[src/rtl/shr_arbiter.sv]
// shr_arbiter: round-robin arbiter sharing one right-shift unit among NREQ requesters.
// The result sits in a single-entry output register with valid/ready handshake.
//
// Optional feature macro: SHR_ARBITER_ARITH_EN
//   defined   -> req_arith_i[winner]=1 selects a sign-filling arithmetic shift
//   undefined -> req_arith_i is ignored, every shift is logical
//
// Ports:
//   clk_i         rising-edge clock
//   rst_ni        asynchronous active-low reset
//   req_valid_i   per-requester request valid            [NREQ]
//   req_ready_o   per-requester accept, one-hot or zero  [NREQ]
//   req_a_i       packed operands, i at [i*DATAWIDTH +: DATAWIDTH]
//   req_sh_amt_i  packed shift amounts, same packing
//   req_arith_i   per-requester arithmetic-shift select  [NREQ]
//   rsp_valid_o   result valid
//   rsp_ready_i   consumer accepts result
//   rsp_data_o    shift result                           [DATAWIDTH]
//   rsp_id_o      index of requester that produced rsp_data_o [IDW]
module shr_arbiter #(
  parameter int unsigned DATAWIDTH = 8,
  parameter int unsigned NREQ      = 4,
  parameter int unsigned IDW       = 2
) (
  input  logic                      clk_i,
  input  logic                      rst_ni,
  input  logic [NREQ-1:0]           req_valid_i,
  output logic [NREQ-1:0]           req_ready_o,
  input  logic [NREQ*DATAWIDTH-1:0] req_a_i,
  input  logic [NREQ*DATAWIDTH-1:0] req_sh_amt_i,
  input  logic [NREQ-1:0]           req_arith_i,
  output logic                      rsp_valid_o,
  input  logic                      rsp_ready_i,
  output logic [DATAWIDTH-1:0]      rsp_data_o,
  output logic [IDW-1:0]            rsp_id_o
);

  typedef enum logic {StEmpty, StFull} state_e;

  state_e               state_q, state_d;
  logic [IDW-1:0]       rr_ptr_q, rr_ptr_d;
  logic [DATAWIDTH-1:0] data_q, data_d;
  logic [IDW-1:0]       id_q, id_d;

  logic                 found;
  logic [IDW-1:0]       winner;
  logic [IDW-1:0]       cand;
  logic                 can_take;
  logic                 accept;
  logic [DATAWIDTH-1:0] sel_a;
  logic [DATAWIDTH-1:0] sel_sh;
  logic                 do_arith;
  logic [DATAWIDTH-1:0] shifted;

  assign rsp_valid_o = (state_q == StFull);
  assign rsp_data_o  = data_q;
  assign rsp_id_o    = id_q;

  // Scan from rr_ptr_q upward, wrapping at NREQ; first valid requester wins.
  always_comb begin
    found  = 1'b0;
    winner = '0;
    cand   = '0;
    for (int unsigned k = 0; k < NREQ; k++) begin
      cand = IDW'((32'(rr_ptr_q) + k) % NREQ);
      if (!found && req_valid_i[cand]) begin
        found  = 1'b1;
        winner = cand;
      end
    end
  end

  assign can_take = !rsp_valid_o || rsp_ready_i;
  // Gate with rst_ni so nothing is granted (or accepted) while reset is held.
  assign accept   = found && can_take && rst_ni;

  always_comb begin
    req_ready_o = '0;
    if (accept) begin
      req_ready_o[winner] = 1'b1;
    end
  end

  assign sel_a  = req_a_i[32'(winner)*DATAWIDTH +: DATAWIDTH];
  assign sel_sh = req_sh_amt_i[32'(winner)*DATAWIDTH +: DATAWIDTH];

`ifdef SHR_ARBITER_ARITH_EN
  assign do_arith = req_arith_i[winner];
`else
  logic unused_arith;
  assign unused_arith = ^req_arith_i;
  assign do_arith     = 1'b0;
`endif

  // Full-width compare of the shift amount: anything >= DATAWIDTH saturates to the fill value.
  always_comb begin
    shifted = sel_a >> sel_sh;
    if (32'(sel_sh) >= DATAWIDTH) begin
      shifted = do_arith ? {DATAWIDTH{sel_a[DATAWIDTH-1]}} : '0;
    end else if (do_arith) begin
      shifted = DATAWIDTH'($signed(sel_a) >>> sel_sh);
    end
  end

  always_comb begin
    state_d  = state_q;
    rr_ptr_d = rr_ptr_q;
    data_d   = data_q;
    id_d     = id_q;
    unique case (state_q)
      StEmpty: if (accept) state_d = StFull;
      StFull:  if (!accept && rsp_ready_i) state_d = StEmpty;
      default: state_d = StEmpty;
    endcase
    if (accept) begin
      data_d   = shifted;
      id_d     = winner;
      rr_ptr_d = IDW'((32'(winner) + 1) % NREQ);
    end
  end

  always_ff @(posedge clk_i or negedge rst_ni) begin
    if (!rst_ni) begin
      state_q  <= StEmpty;
      rr_ptr_q <= '0;
      data_q   <= '0;
      id_q     <= '0;
    end else begin
      state_q  <= state_d;
      rr_ptr_q <= rr_ptr_d;
      data_q   <= data_d;
      id_q     <= id_d;
    end
  end

endmodule
[config.mk]
export PLATFORM = sky130hd
export DESIGN_NAME = shr_arbiter
export DESIGN_NICKNAME = d
export VERILOG_FILES = /design/src/rtl/shr_arbiter.sv
export SDC_FILE = /design/constraint.sdc
export NUM_CORES = 1
export LEC_CHECK = 0
export CORE_UTILIZATION = 40
export DETAILED_ROUTE_END_ITERATION = 10
export PLACE_DENSITY = 0.91
export SETUP_SLACK_MARGIN = 0.1
export SYNTH_ARGS = -nofsm -noshare
export SYNTH_HDL_FRONTEND = slang
export SYNTH_SLANG_ARGS = --single-unit
[constraint.sdc]
create_clock -name clk_i -period 3.8 [get_ports clk_i]
set_clock_uncertainty 0.1 [all_clocks]
set_input_delay 0.76 -clock clk_i [delete_from_list [all_inputs] [get_ports clk_i]]
set_output_delay 0.76 -clock clk_i [all_outputs]
set_load 0.02 [all_outputs]
## Word-level counts from Yosys, hierarchy flattened

Index checks and enable logic that the tools add are counted.

- Bits in registers: 13
- Latch bits: 0
- Memories kept: 0
- Output and inout port bits: 15
- Input bits: 75
- Memory bits (writable): 0
- Memory bits (read-only): 0
- Word-level logic and storage cells: 55

- Reduce and logical (&&, ||, !) cells: 13
- Shift-type cells: 3
- Bitwise logic cells: 1
- Add/sub/neg operators: 4
- Order comparisons: 7
- Muxes and demuxes: 23
- Equality and inequality tests: 0
- $mul: 0
- Divide/modulo/power cells: 0

Operators with widths:

| operator | count |
|---|---|
| variable part select 32 x 6 -> 8 bit | 2 |
| less-than comparator 2 x 3 -> 1 bit, second input constant | 5 |
| 2-to-1 mux 1 bit | 11 |
| binary-select mux 1 bit (select 2 bit) | 4 |
| >= comparator 8 x 4 -> 1 bit, second input constant | 1 |
| 2-to-1 mux 2 bit | 4 |
| 2-to-1 mux 8 bit | 1 |
| right shift 8 x 8 -> 8 bit | 1 |
| logical AND 1 bit | 7 |
| logical NOT 1 bit | 5 |
| adder 2 x 1 -> 2 bit, second input constant | 2 |
| adder 2 bit, second input constant | 2 |
| 2-to-1 mux 4 bit | 1 |
| demux 1 bit (select 2 bit) | 1 |
| >= comparator 2 x 1 -> 1 bit, second input constant | 1 |
| one-hot mux 1 bit (2 select lines) | 1 |
| logical OR 1 bit | 1 |
| NOT 1 bit | 1 |

## Logic depth before layout (Yosys ltp)

Gate-level depths: netlist (run 1).

- Depth after elaboration: 18
- Depth in mapped cells: 10
- Gate-level depth less buffers: 8

## Worst setup path before layout (run 1)

No wires, ideal clock.

- Path type: input to output
- Start: input port req_valid_i[1]
- End: output port req_ready_o[0]
- Data required time: 2.940 ns
- Data arrival time: 1.946 ns
- Cell stages on the path: 8
- Buffers on the path: 2
- Setup slack: 0.994 ns
- Cell sequence: a21boi_1 -> o32ai_2 -> a21oi_4 -> buf_12 -> buf_6 -> inv_1 -> ha_1 -> and2_1

- Word-level cells in the longest chain between the ends: 17
- Elaborated cells between the ends (all ways): 30
- Classes of those cells: order compare: 2; mux: 19; reduce/logical: 9

Ends and longest elaborated chain:

| element | line | text |
|---|---|---|
| from (decl) | 27 | `input logic [NREQ-1:0] req_valid_i,` |
| binary-select mux 1 bit (select 2 bit) | 66 | `if (!found && req_valid_i[cand]) begin` |
| 2-to-1 mux 1 bit (implied by the code) | 66 |  |
| 2-to-1 mux 1 bit | 66 |  |
| logical NOT 1 bit | 66 |  |
| logical AND 1 bit | 66 |  |
| 2-to-1 mux 1 bit | 66 |  |
| logical NOT 1 bit | 66 |  |
| logical AND 1 bit | 66 |  |
| (+2 left out) | - |  |
| logical AND 1 bit | 66 |  |
| 2-to-1 mux 2 bit (*) | 66 |  |
| net winner[0] | 46 | `logic [IDW-1:0] winner;` |
| less-than comparator 2 x 3 -> 1 bit (implied by the code) / >= comparator 2 x 1 -> 1 bit (equally long branches) | 80 | `req_ready_o[winner] = 1'b1;` |
| logical AND 1 bit (implied by the code) | 80 |  |
| 2-to-1 mux 1 bit (implied by the code) | 80 |  |
| demux 1 bit (select 2 bit) (*) | 80 |  |
| 2-to-1 mux 4 bit (*) | 79 | `if (accept) begin` |
| to (decl) | 28 | `output logic [NREQ-1:0] req_ready_o,` |

Mark *: on every way through the listed nets, which the timed path passes. The rest lies on a longest branch. The select of a mux whose other input is x is not followed.

## Final worst setup path (run 1)

- Start: input port req_valid_i[1]
- End: output port req_ready_o[3]

- Word-level cells in the longest chain between the ends: 17
- Elaborated cells between the ends (all ways): 30
- Classes of those cells: order compare: 2; mux: 19; reduce/logical: 9

Ends and longest elaborated chain:

| element | line |
|---|---|
| binary-select mux 1 bit (select 2 bit) | 66 |
| 2-to-1 mux 1 bit (implied by the code) | 66 |
| 2-to-1 mux 1 bit | 66 |
| logical NOT 1 bit | 66 |
| logical AND 1 bit | 66 |
| 2-to-1 mux 1 bit | 66 |
| logical NOT 1 bit | 66 |
| logical AND 1 bit | 66 |
| 2-to-1 mux 1 bit | 66 |
| logical NOT 1 bit | 66 |
| logical AND 1 bit | 66 |
| 2-to-1 mux 2 bit | 66 |
| less-than comparator 2 x 3 -> 1 bit (implied by the code) / >= comparator 2 x 1 -> 1 bit (equally long branches) | 80 |
| logical AND 1 bit (implied by the code) | 80 |
| 2-to-1 mux 1 bit (implied by the code) | 80 |
| demux 1 bit (select 2 bit) | 80 |
| 2-to-1 mux 4 bit (*) | 79 |

Every way passes the cells marked *; elsewhere a longest branch is shown, timed or not. The select of a mux whose other input is x is not followed.

==> results of run 1 <==
## worst reg2reg max path: stages, from the launching register on
cell and delay, ps:
dfrtp_1 470, a21boi_1 180, o32ai_2 120, a21oi_4 170
buf_4 170, buf_4 360, mux2i_1 240, mux2_2 320
mux2i_1 370, mux2i_1 170, o32ai_1 140
## power breakdown
part | internal [µW] | total (µW) | switching [µW]
sequential | 164 | 189 | 24.6
combinational | 311 | 610 | 299
clock | 39.2 | 92.8 | 53.6
total | 515 | 892 | 377
## metrics by stage
stage,cells,hold WS (ps)
after floorplan,147,364
after global placement,275,370
after detailed placement,275,386
after CTS,280,412
after global routing,280,439
final,280,399
## cell type report
class | instances | area (µm²)
Fill cell | 284 | 1050
Multi-Input combinational cell | 118 | 970
Timing Repair Buffer | 92 | 911
Sequential cell | 13 | 325
Tap cell | 46 | 57.6
Inverter | 7 | 26.3
Clock buffer | 3 | 22.5
Clock inverter | 1 | 5.00
## cells by family after synthesis
logic type / after synthesis / synth area share, %
AOI/OAI and AO/OA: 28 / 15.3
muxes: 47 / 34.6
buffers and inverters: 16 / 8.54
and+or+nand+nor: 39 / 14.9
adders and majority gates: 4 / 3.56
DFF: 13 / 23.1
## routing by layer
metal,wire length [µm],vias up,GRT usage (%)
met5,0,-,0
met4,21,0,1.62
met3,290,5,4.62
met2,2050,52,38.8
met1,1650,665,25.0
li1,-,714,-
## state kept, by name, summed over array words and instances (netlist names)
signal and flops:
rsp_data_o 8, rr_ptr_q 2, rsp_id_o 2, rsp_valid_o 1
## synth_stat cells (2+ instances only)
cell type,number,area [µm²]
o21ai_0,4,20.0
nand2b_1,4,25.0
dfrtp_1,13,325
nor2b_1,2,12.5
buf_12,2,40.0
buf_6,3,33.8
ha_1,4,50.1
mux2_2,9,101
o21ai_1,2,10.0
a21oi_1,6,30.0
inv_1,6,22.5
nand2_1,17,63.8
and2_1,5,31.3
nor4_1,4,25.0
mux2i_1,37,370
a32o_1,2,20.0
o32ai_1,2,17.5
nor2_1,4,15.0
## layout by cell type (no fill, tap or decap), drive strengths merged
cell	n
o21ai	6
a32o	2
o221ai	1
inv	7
nor2	4
a31oi	1
clkinv	1
and2	5
nand2b	4
o41ai	1
nor3	1
ha	4
dlymetal6s2s	3
o22ai	1
nor4	4
o211ai	1
a32oi	1
mux2i	37
nor2b	2
a21boi	1
buf	7
clkdlybuf4s50	82
nor4b	1
clkbuf	3
nand2	17
o2bb2a	1
mux2	10
o32ai	3
a21oi	7
dfrtp	13
nor3b	1
a22oi	1
a22o	1
## final timing paths
path	from	end	slack, ps	cells past startpoint
setup / recovery	req_valid_i[1]	req_ready_o[3]	250	7
hold / removal	rsp_id_o[1]$_DFFE_PN0P_	rsp_id_o[1]$_DFFE_PN0P_	400	2
setup reg to reg	rr_ptr_q[1]$_DFFE_PN0P_	rsp_data_o[0]$_DFFE_PN0P_	900	10
hold reg to reg	rsp_id_o[1]$_DFFE_PN0P_	rsp_id_o[1]$_DFFE_PN0P_	400	2
max in group asynchronous	rst_ni	rsp_data_o[3]$_DFFE_PN0P_	2720	2
min in group asynchronous	rst_ni	rsp_valid_o$_DFF_PN0_	710	2
## what timing repair did
action | 4_1_cts | 5_1_grt
setup endpoints to repair | 1 | 4
hold endpoints to repair | 0 | 0
setup buffers | 1 | 0
resized for setup | 0 | 5
==> impl_metrics.tcl, run 1 <==
set metrics [dict create \
    worstMarginPinSlew_ps 457 \
    core_area_mm2 0.00336 \
    initialDrtViolationCount 46 \
    synthesis.area_mm2 0.00141 \
    synth_cells 147 \
    p_leak_uw 0.00105 \
    finalCritPeriodShare_pct 93.4 \
    ios 90 \
    async_flop_share_pct 100 \
    max_freq_mhz 282 \
    start_util_pct 41.8 \
    grt_usage_pct 20.7 \
    ys_ff_latch 13 \
    clkSlewWorstSetupHoldPaths_ps 80 \
    wl_um 4010 \
    htreeDepth 1 \
    final_nets 314 \
    crit_chain "clkdlybuf4s50_1 > a21boi_1 > o32ai_2 > a21oi_4 > ha_1 > and2_1 > clkdlybuf4s50_1" \
    power_uw 892 \
    maxSlewHeadroom_pct 69.5 \
    postPlaceCellArea_mm2 0.00227 \
    synth_cell_type_count 39 \
    synth.avg_cell_area_um2 9.57 \
    ys_seq_area_share_pct 23.1 \
    cts_buffers 3 \
    crit_fanout 5 \
    startpoint_type "input pin" \
    grt_pass1_wl_um 5840 \
    port_buffers 85 \
    wl_per_cell_um 14.3 \
    vias 1436 \
    min_path_type "reg2reg" \
    p_per_area_mw_per_mm2 385 \
    n_antenna_cell 0 \
    syn_nets 226 \
    hold_violations 0 \
    gp_congestion 0.844 \
    route.detailed.drc 0 \
    min_period_ps 3550 \
    finalSetupTns_ps 0 \
    synth_edf_count 0 \
    critPathTopFamily "buffers and inverters" \
    slowest_stage "clkdlybuf4s50_1" \
    irDropWorstVdd_mv 0.204 \
    grt_overflow 0 \
    first_pass_iters 4 \
    dpl_worst_slack_ps 97.3 \
    drive_gt1_share_pct 12.0 \
    finalWorstSetupSlack_ps 249 \
    hpwlAfterDp_um 3180 \
    ant_nets 0 \
    yosys_warnings 0 \
    cp.arrival_ps 2690 \
    insertion_delay_ps 290 \
    die_w_um 61.3 \
    path_buf_inv 2 \
    fp-row-count 21 \
    fp.dieH_um 61.3 \
    final_area_mm2 0.00232 \
    antenna_found_initial 0 \
    grt_pass1_vias 1342 \
    critPathCaptureType "output port" \
    rsz0062_at_grt "false" \
    crit_top_cell "clkdlybuf4s50_1" \
    clock_sinks 13 \
    fin_util_pct 68.9 \
    cts_tree "yes" \
    status "completed" \
    slew_violations 0 \
    grt_max_degree 26 \
    critPathMaxStageDelay_ps 610 \
    clockBufferDepth 2 \
    finalSetupViolCount 0 \
    cts_root_buffer "clkbuf_4" \
    hold_buffers 0 \
    area_delta_synth_final_pct 64.8 \
    path_class "in2out" \
    die_area_mm2 0.00376 \
    viasPerCell 5.13 \
    synthFlopType "dfrtp_1" \
    cp.required_ps 2940 \
    drv_cap 0 \
]
Power figures use the tool's default switching activity.
==> run 2, diff against run 1 <==
- CORE_MARGIN: default -> 4
- CORE_UTILIZATION: 40 -> 39
- PLACE_DENSITY: 0.91 -> 0.89
==> impl_metrics.tcl, run 2 (same netlist as run 1, synthesis figures left out) <==
set metrics [dict create \
    clock_sinks 13 \
    finalSetupViolCount 0 \
    vias 1443 \
    finalCritPeriodShare_pct 91.6 \
    n_antenna_cell 0 \
    largest_register_ffs 8 \
    slew_violations 0 \
    critPathCaptureType "output port" \
    grt_usage_pct 17.8 \
    slowest_stage "clkdlybuf4s50_1" \
    final_common_cell "clkdlybuf4s50_1" \
    wl_um 4300 \
    worstMarginPinSlew_ps 388 \
    insertion_delay_ps 270 \
    r2r_cells 9 \
    drv_cap 0 \
    startpoint_type "input pin" \
    r2r-start "rr_ptr_q[1]$_DFFE_PN0P_" \
    first_pass_iters 4 \
    holdPathEnd "rsp_id_o[1]$_DFFE_PN0P_" \
    ios 90 \
    min_period_ps 3480 \
    ant_nets 0 \
    hpwlAfterDp_um 3540 \
    irDropWorstVdd_mv 0.213 \
    core_area_mm2 0.00342 \
    port_buffers 85 \
    final_nets 313 \
    antenna_found_initial 0 \
    max_freq_mhz 287 \
    maxSlewHeadroom_pct 74.0 \
    layout_common_cells "81 x clkdlybuf4s50_1, 37 x mux2i_1, 17 x nand2_1" \
    fp-row-count 21 \
    htreeDepth 1 \
    r2r-end "rsp_data_o[0]$_DFFE_PN0P_" \
    finalSetupTns_ps 0 \
    grt_max_degree 26 \
    status "completed" \
    nFillCells 280 \
    cp.arrival_ps 2620 \
    whs_path_depth 2 \
    r2r_slack_ps 950 \
    drive_gt1_share_pct 11.6 \
    crit_fanout 5 \
    area_delta_synth_final_pct 63.9 \
    rsz0062_at_grt "false" \
    gp_congestion 0.823 \
    clkSlewWorstSetupHoldPaths_ps 80 \
    p_leak_uw 0.00104 \
    start_util_pct 41.2 \
    cts_root_buffer "clkbuf_4" \
    clockBufferDepth 2 \
    min_path_type "reg2reg" \
    min_from "rsp_id_o[1]$_DFFE_PN0P_" \
    holdWs_ps 395 \
    hold_violations 0 \
    die_w_um 68.1 \
    p_per_area_mw_per_mm2 383 \
    path_class "in2out" \
    grt_pass1_wl_um 6440 \
    cts_buffers 3 \
    grt_pass1_vias 1511 \
    crit_chain "clkdlybuf4s50_1 > a21boi_1 > o32ai_2 > a21oi_4 > inv_1 > ha_1 > and2_1 > dlygate4sd2_1" \
    fin_util_pct 67.5 \
    wl_per_cell_um 15.4 \
    viasPerCell 5.17 \
    critPathMaxStageDelay_ps 570 \
    fp.dieH_um 68.1 \
    grt_overflow 0 \
    cts_tree "yes" \
    initialDrtViolationCount 50 \
    die_area_mm2 0.00463 \
    route.detailed.drc 0 \
    cp.required_ps 2940 \
]
## run 2: cell count changes in the layout (fill, tap and decap cells not counted)
cell / previous run / this run
dlygate4sd2_1: 0 / 2
clkdlybuf4s50_1: 82 / 81
buf_4: 7 / 6
dlymetal6s2s_1: 3 / 2
## run 2: through the flow
stage	area (µm²)	power, µW	instances	worst slack (ps)
floorplan	1410	633	147	994
global placement	2270	782	275	148
detailed placement	2270	798	275	97.1
CTS	2290	883	279	139
global route	2300	944	279	162
finish	2300	882	279	320
## run 2: layout make-up
cell class,instances,area (µm²),area share [%]
multi-input combinational,118,970,42.1
clock buffer,3,22.5,0.977
tap,46,57.6,2.50
inverter,7,26.3,1.14
sequential,13,325,14.1
timing repair buffer,91,898,39.0
clock inverter,1,5.00,0.217
## run 2: what timing repair did
action | 4_1_cts | 5_1_grt
endpoints found under the setup margin | 2 | 2
hold buffers | 0 | 0
gates resized for setup | 2 | 4
setup buffers | 0 | 0
cloned | 0 | 0
## run 2: critical path: cells and delay by family
| family | cells | cell delay [ps] |
|---|---|---|
| AND/OR/NAND/NOR | 1 | 120 |
| adder cells (fa/ha/maj) | 1 | 180 |
| buffers and inverters | 3 | 980 |
| AO/OA/AOI/OAI | 3 | 570 |
## run 2: layer usage
layer / vias to the layer above / track usage, % / routed length [µm]
met5: - / 0 / 0
li1: 712 / - / -
met3: 0 / 4.93 / 358
met4: 0 / 1.24 / 0
met2: 47 / 36.0 / 2280
met1: 684 / 18.7 / 1660
## run 2: where the power goes
group          switching, µW  internal (µW)  total, µW  leakage (µW)
Combinational            300            309        608      0.000853
Clock                   45.9           39.0       84.9     0.0000177
Sequential              24.8            164        189      0.000170
## run 2: worst max-delay path by stage
stage	cells past startpoint	endpoint	startpoint	slack, ps
global placement	8	req_ready_o[1]	req_valid_i[0]	150
floorplan	8	req_ready_o[0]	req_valid_i[1]	990
global route	10	rsp_data_o[5]$_DFFE_PN0P_	req_valid_i[1]	160
CTS	8	req_ready_o[2]	req_valid_i[1]	140
detailed placement	8	req_ready_o[1]	req_valid_i[0]	100
finish	8	req_ready_o[0]	req_valid_i[1]	320
